**config.mk**
```make
export PLATFORM = sky130hd
export DESIGN_NAME = somador_serial_param
export DESIGN_NICKNAME = d
export VERILOG_FILES = /design/src/rtl/alu_pkg.sv /design/src/rtl/somador_digito.sv /design/src/rtl/somador_serial_param.sv
export SDC_FILE = /design/constraint.sdc
export NUM_CORES = 1
export LEC_CHECK = 0
export ABC_AREA = 1
export CORE_ASPECT_RATIO = 1.4
export CORE_UTILIZATION = 25
export CTS_CLUSTER_SIZE = 40
export DETAILED_ROUTE_END_ITERATION = 16
export PLACE_DENSITY_LB_ADDON = 0.12
export RECOVER_POWER = 100
export SYNTH_ARGS = -nofsm -noshare
export SYNTH_HDL_FRONTEND = slang
export SYNTH_SLANG_ARGS = --single-unit
```
**constraint.sdc**
```tcl
create_clock -name clk -period 2.4 [get_ports clk]
set_input_delay 0.24 -clock clk [delete_from_list [all_inputs] [get_ports clk]]
set_output_delay 0.24 -clock clk [all_outputs]
set_load 0.02 [all_outputs]
```
**src/rtl/alu_pkg.sv**
```systemverilog
// Shared definitions for the serial ALU datapath blocks.
//   state_t  : control states of the serial adder/subtractor
//   MODE_*   : encoding of the 'sub' mode input
//   clog2    : ceiling log2, used for counter widths
package alu_pkg;

  typedef enum logic [1:0] {
    IDLE = 2'd0,
    RUN  = 2'd1,
    DONE = 2'd2
  } state_t;

  localparam logic MODE_ADD = 1'b0;
  localparam logic MODE_SUB = 1'b1;

  function automatic int clog2(input int value);
    int r;
    r = 0;
    while ((1 << r) < value) r++;
    return r;
  endfunction

endpackage

```
**src/rtl/somador_digito.sv**
```systemverilog
// Combinational DIGIT-bit ripple adder built from a chain of full-adder cells.
//   A, B : DIGIT-bit addends
//   Cin  : carry into bit 0
//   S    : DIGIT-bit sum
//   Cout : carry out of the top bit
//   C7   : carry into the top bit (needed for signed overflow detection)
module somador_digito #(
  parameter int DIGIT = 1
) (
  input  logic [DIGIT-1:0] A,
  input  logic [DIGIT-1:0] B,
  input  logic             Cin,
  output logic [DIGIT-1:0] S,
  output logic             Cout,
  output logic             C7
);

  logic [DIGIT:0] carry;

  always_comb begin
    carry    = '0;
    S        = '0;
    carry[0] = Cin;
    for (int i = 0; i < DIGIT; i++) begin
      S[i]       = A[i] ^ B[i] ^ carry[i];
      carry[i+1] = (A[i] & B[i]) | (carry[i] & (A[i] ^ B[i]));
    end
  end

  assign Cout = carry[DIGIT];
  assign C7   = carry[DIGIT-1];

endmodule

```
**src/rtl/somador_serial_param.sv**
```systemverilog
// Multi-cycle adder/subtractor processing one DIGIT-bit slice per clock.
//   clk, rst_n : clock, synchronous active-low reset
//   start, sub : request a new operation (only while not busy); mode 0=A+B, 1=A-B
//   A, B       : WIDTH-bit operands, sampled with start
//   S          : WIDTH-bit result, held between completions
//   cout       : final carry (sub: 1 = no borrow)
//   overflow   : signed overflow of the final slice
//   zero       : S == 0
//   negative   : S[WIDTH-1]
//   busy       : operation in progress
//   done       : one-cycle pulse when a new result is presented
import alu_pkg::*;

module somador_serial_param #(
  parameter int WIDTH = 8,
  parameter int DIGIT = 1
) (
  input  logic             clk,
  input  logic             rst_n,
  input  logic             start,
  input  logic             sub,
  input  logic [WIDTH-1:0] A,
  input  logic [WIDTH-1:0] B,
  output logic [WIDTH-1:0] S,
  output logic             cout,
  output logic             overflow,
  output logic             zero,
  output logic             negative,
  output logic             busy,
  output logic             done
);

  localparam int N     = WIDTH / DIGIT;
  localparam int CNT_W = (clog2(N) < 1) ? 1 : clog2(N);
  localparam logic [CNT_W-1:0] LAST = CNT_W'(N - 1);

  if (WIDTH < 2 || DIGIT < 1 || (WIDTH % DIGIT) != 0) begin : g_bad_params
    $error("somador_serial_param: WIDTH must be >= 2 and a multiple of DIGIT");
  end

  state_t            state_q, state_d;
  logic [WIDTH-1:0]  a_q, a_d;
  logic [WIDTH-1:0]  b_q, b_d;
  logic [WIDTH-1:0]  res_q, res_d;
  logic              carry_q, carry_d;
  logic [CNT_W-1:0]  cnt_q, cnt_d;
  logic [WIDTH-1:0]  s_q, s_d;
  logic              cout_q, cout_d;
  logic              ovf_q, ovf_d;
  logic              zero_q, zero_d;
  logic              neg_q, neg_d;

  logic [DIGIT-1:0]  dsum;
  logic              dcout;
  logic              dc_msb;
  logic [WIDTH-1:0]  res_shift;

  somador_digito #(.DIGIT(DIGIT)) u_digito (
    .A    (a_q[DIGIT-1:0]),
    .B    (b_q[DIGIT-1:0]),
    .Cin  (carry_q),
    .S    (dsum),
    .Cout (dcout),
    .C7   (dc_msb)
  );

  // New slice enters at the MSB end; after N slices the result is aligned.
  assign res_shift = (res_q >> DIGIT) | (WIDTH'(dsum) << (WIDTH - DIGIT));

  always_comb begin
    state_d = state_q;
    a_d     = a_q;
    b_d     = b_q;
    res_d   = res_q;
    carry_d = carry_q;
    cnt_d   = cnt_q;
    s_d     = s_q;
    cout_d  = cout_q;
    ovf_d   = ovf_q;
    zero_d  = zero_q;
    neg_d   = neg_q;

    case (state_q)
      RUN: begin
        a_d     = a_q >> DIGIT;
        b_d     = b_q >> DIGIT;
        res_d   = res_shift;
        carry_d = dcout;
        cnt_d   = cnt_q + CNT_W'(1);
        if (cnt_q == LAST) begin
          state_d = DONE;
          s_d     = res_shift;
          cout_d  = dcout;
          ovf_d   = dc_msb ^ dcout;
          zero_d  = (res_shift == '0);
          neg_d   = res_shift[WIDTH-1];
        end
      end
      DONE:    state_d = IDLE;
      default: state_d = IDLE;
    endcase

    // Acceptance from IDLE or DONE; subtraction is A + ~B + 1.
    if (start && state_q != RUN) begin
      state_d = RUN;
      a_d     = A;
      b_d     = (sub == MODE_SUB) ? ~B : B;
      carry_d = sub;
      cnt_d   = '0;
      res_d   = '0;
    end
  end

  always_ff @(posedge clk) begin
    if (!rst_n) begin
      state_q <= IDLE;
      a_q     <= '0;
      b_q     <= '0;
      res_q   <= '0;
      carry_q <= 1'b0;
      cnt_q   <= '0;
      s_q     <= '0;
      cout_q  <= 1'b0;
      ovf_q   <= 1'b0;
      zero_q  <= 1'b0;
      neg_q   <= 1'b0;
    end else begin
      state_q <= state_d;
      a_q     <= a_d;
      b_q     <= b_d;
      res_q   <= res_d;
      carry_q <= carry_d;
      cnt_q   <= cnt_d;
      s_q     <= s_d;
      cout_q  <= cout_d;
      ovf_q   <= ovf_d;
      zero_q  <= zero_d;
      neg_q   <= neg_d;
    end
  end

  assign S        = s_q;
  assign cout     = cout_q;
  assign overflow = ovf_q;
  assign zero     = zero_q;
  assign negative = neg_q;
  assign busy     = (state_q == RUN);
  assign done     = (state_q == DONE);

endmodule

```
==> flow_summary.toml <==
[die]
die_h_um = 101
floorplan.die_area_um2 = 7380
placementRows = 35
boundaryPins = 34
initial_utilization_pct = 26.3
placeable_core_area_um2 = 6700
die_x_um = 72.9

[power_and_ir_drop]
cellPowerDensity_nw_per_um2 = 627
vdd_ir_drop_max_mv = 0.228
design_power_total_mw = 1.41
p_leak_nw = 1.03

[worst_setup_path]
crit_path_max_fanout = 3
critPathBufInv = 2
r2r_setup_slk_ps = 690
path_depth = 3
reg2regPathDepth = 7
timing.critical_path.to_type = "output port"
cp_slowest_cell = "sky130_fd_sc_hd__dlygate4sd3_1"
worst-endpoint-arrival_ps = 1580
critical_path.startpoint_type = "flip-flop"
critPathRequiredTime_ps = 2160
timing.critical_path.max_delay_family = "buffers and inverters"
cp_slowest_stage_delay_ps = 700
cp_class = "reg -> out"
critical_path_cell_by_cell = "clkinv_1 > nor2_1 > dlygate4sd3_1"

[sta]
max_slew_headroom_pct = 66.1
timing.final.hold_violations = 0
setup-violations-final = 0
finClkSkew_ps = 4.52
fin_hold_ws_ps = 443
worst_pin_slew_ps = 507
min_period_over_period_pct = 76.0
fin_crit_ps = 1820
slew_viol_final = 0
final.setup.tns_ps = 0
setup_repair_after_global_routing_missed_its_margin = "no"
achievable-frequency_mhz = 548
final.setup.worst_slack_ps = 576

[detailed_routing]
finalWirelength_um = 3880
drcViolationCount = 0
detailedRoute.firstIterationViolations = 57
post_drt_via_cell_ratio = 4.22
wl_per_cell_um = 10.5
vias = 1562
final_antenna_net_count = 0
drt_first_pass_iters = 4

[synth]
most_instantiated_flip_flop_cell_in_the_synthesis_netlist = "sky130_fd_sc_hd__dfxtp_1"
mappedNetlistArea_um2 = 1760
synth_area_leaders = "sky130_fd_sc_hd__dfxtp_1, sky130_fd_sc_hd__nand2_1, sky130_fd_sc_hd__nand3_1, sky130_fd_sc_hd__nor2_1, sky130_fd_sc_hd__inv_1"
ys_seq_area_share_pct = 45.5
mappedNetlistNets = 269
yosysWarnings = 0
mapped_avg_cell_area_um2 = 7.15
post-synth-top-area-cell = "sky130_fd_sc_hd__dfxtp_1"
synth-seq-cells = 40
postSynth.asyncResetShare_pct = 0
yosysTopAreaCellShare_pct = 45.5
synth_cells = 246
synth_cell_type_count = 21
number_of_enable_type_register_cells_in_the_synthesized_netlist = 0

[cells_and_area]
diodes = 0
post_layout_cell_count = 370
flow.area_growth_from_synthesis_pct = 27.8
fill_cells = 737
finalNetCount = 300
postLayoutCoreUtil_pct = 33.6
post_route_cells_drive_above_1_share_pct = 3.96
finalInstanceArea_um2 = 2250

[placement]
place.port_buffers = 33
place_ws_ps = 515
dpl-instance-area_um2 = 2150
routabilityCongestion = 0.694
place.detailed.instances = 362
place.detailed.hpwl_um = 2670

[cts]
ctsLongestPathBuffers = 2
htree_levels = 2
cts.sinks = 40
ctsHoldBuffers = 0
cts_tree = "done"
post-cts-setup-buffer-count = 0
cts_resized = 0
clk_root_buffer_cell = "sky130_fd_sc_hd__clkbuf_8"
clk_transition_reported_paths_ps = 80
worst_skew_late_latency_ps = 290
cts-buffers-inserted = 5

[worst_hold_path]
whs_path_depth = 2
hold_path_class = "reg -> reg"

[grt]
initial_antenna_violation_count = 0
global_route.overflow_total = 0
global_route_wire_length_before_repair_um = 6880
grt_max_degree = 28
grt.total_usage_pct = 12.2
grt_pass1_vias = 1493

[outcome]
outcome = "completed"

[run]
timing.max_cap.violations = 0
==> registers in the layout, indices dropped and copies added (netlist names) <==
name      flops
overflow      1
res_q         7
cnt_q         3
b_q           8
zero          1
carry_q       1
S             8
cout          1
state_q       2
a_q           8
==> where the power goes <==
group / internal [mW] / switching [mW] / leakage (nW)
logic: 0.0705 / 0.0900 / 0.646
registers: 0.685 / 0.0128 / 0.325
clock network: 0.308 / 0.243 / 0.0541
total: 1.06 / 0.346 / 1.03
==> cell type report <==
cell class	instances	area, µm²	share of cell area, %
Timing Repair Buffer	35	345	15.4
Multi-Input combinational cell	174	797	35.4
Inverter	21	78.8	3.51
Sequential cell	40	801	35.6
Clock inverter	3	42.5	1.89
Tap cell	92	115	5.12
Clock buffer	5	68.8	3.06
==> kinds of logic after synthesis <==
logic type	count (synthesis)	share of synthesized area (%)
AO/OA/AOI/OAI	16	4.55
XOR/XNOR	9	4.48
adder cells (fa/ha/maj)	3	2.56
buffers and inverters	32	8.32
flip-flops	40	45.5
AND/OR/NAND/NOR	146	34.6
==> cells in the final DEF, fill, tap and decap left out, types with 2 or more instances in the layout <==
cell,count
sky130_fd_sc_hd__a21oi_1,11
sky130_fd_sc_hd__buf_4,2
sky130_fd_sc_hd__clkbuf_8,5
sky130_fd_sc_hd__clkdlybuf4s50_1,17
sky130_fd_sc_hd__clkinv_1,2
sky130_fd_sc_hd__dfxtp_1,40
sky130_fd_sc_hd__dlygate4sd3_1,16
sky130_fd_sc_hd__ha_1,2
sky130_fd_sc_hd__inv_1,19
sky130_fd_sc_hd__nand2_1,82
sky130_fd_sc_hd__nand3_1,34
sky130_fd_sc_hd__nor2_1,29
sky130_fd_sc_hd__o21ai_0,5
sky130_fd_sc_hd__xnor2_1,7
sky130_fd_sc_hd__xor2_1,2
==> worst min-delay path: stages (launching register included) <==
cell and delay, ps:
sky130_fd_sc_hd__dfxtp_1 310, sky130_fd_sc_hd__nand2_1 60, sky130_fd_sc_hd__nand2_1 40
==> worst paths after layout <==
kind	from	endpoint
min	S[0]	S[0]
min reg2reg	S[0]	S[0]
max	state_q[0]	busy
max reg2reg	state_q[0]	cout
==> metal layers <==
metal / GRT usage [%] / routed length, µm / vias to the layer above
li1: - / - / 825
met1: 13.5 / 1780 / 685
met2: 21.5 / 1840 / 42
met3: 2.99 / 145 / 10
met4: 6.03 / 110 / 0
met5: 0 / 0 / -
==> synth_stat cells (3+ instances only) <==
cell type	number
sky130_fd_sc_hd__dfxtp_1	40
sky130_fd_sc_hd__inv_1	17
sky130_fd_sc_hd__buf_4	3
sky130_fd_sc_hd__buf_2	6
sky130_fd_sc_hd__a21oi_1	11
sky130_fd_sc_hd__nand2_1	81
sky130_fd_sc_hd__nor2_1	28
sky130_fd_sc_hd__nand3_1	33
sky130_fd_sc_hd__inv_2	3
sky130_fd_sc_hd__o21ai_1	4
sky130_fd_sc_hd__xnor2_1	7
(Power assumes the default switching activity.)
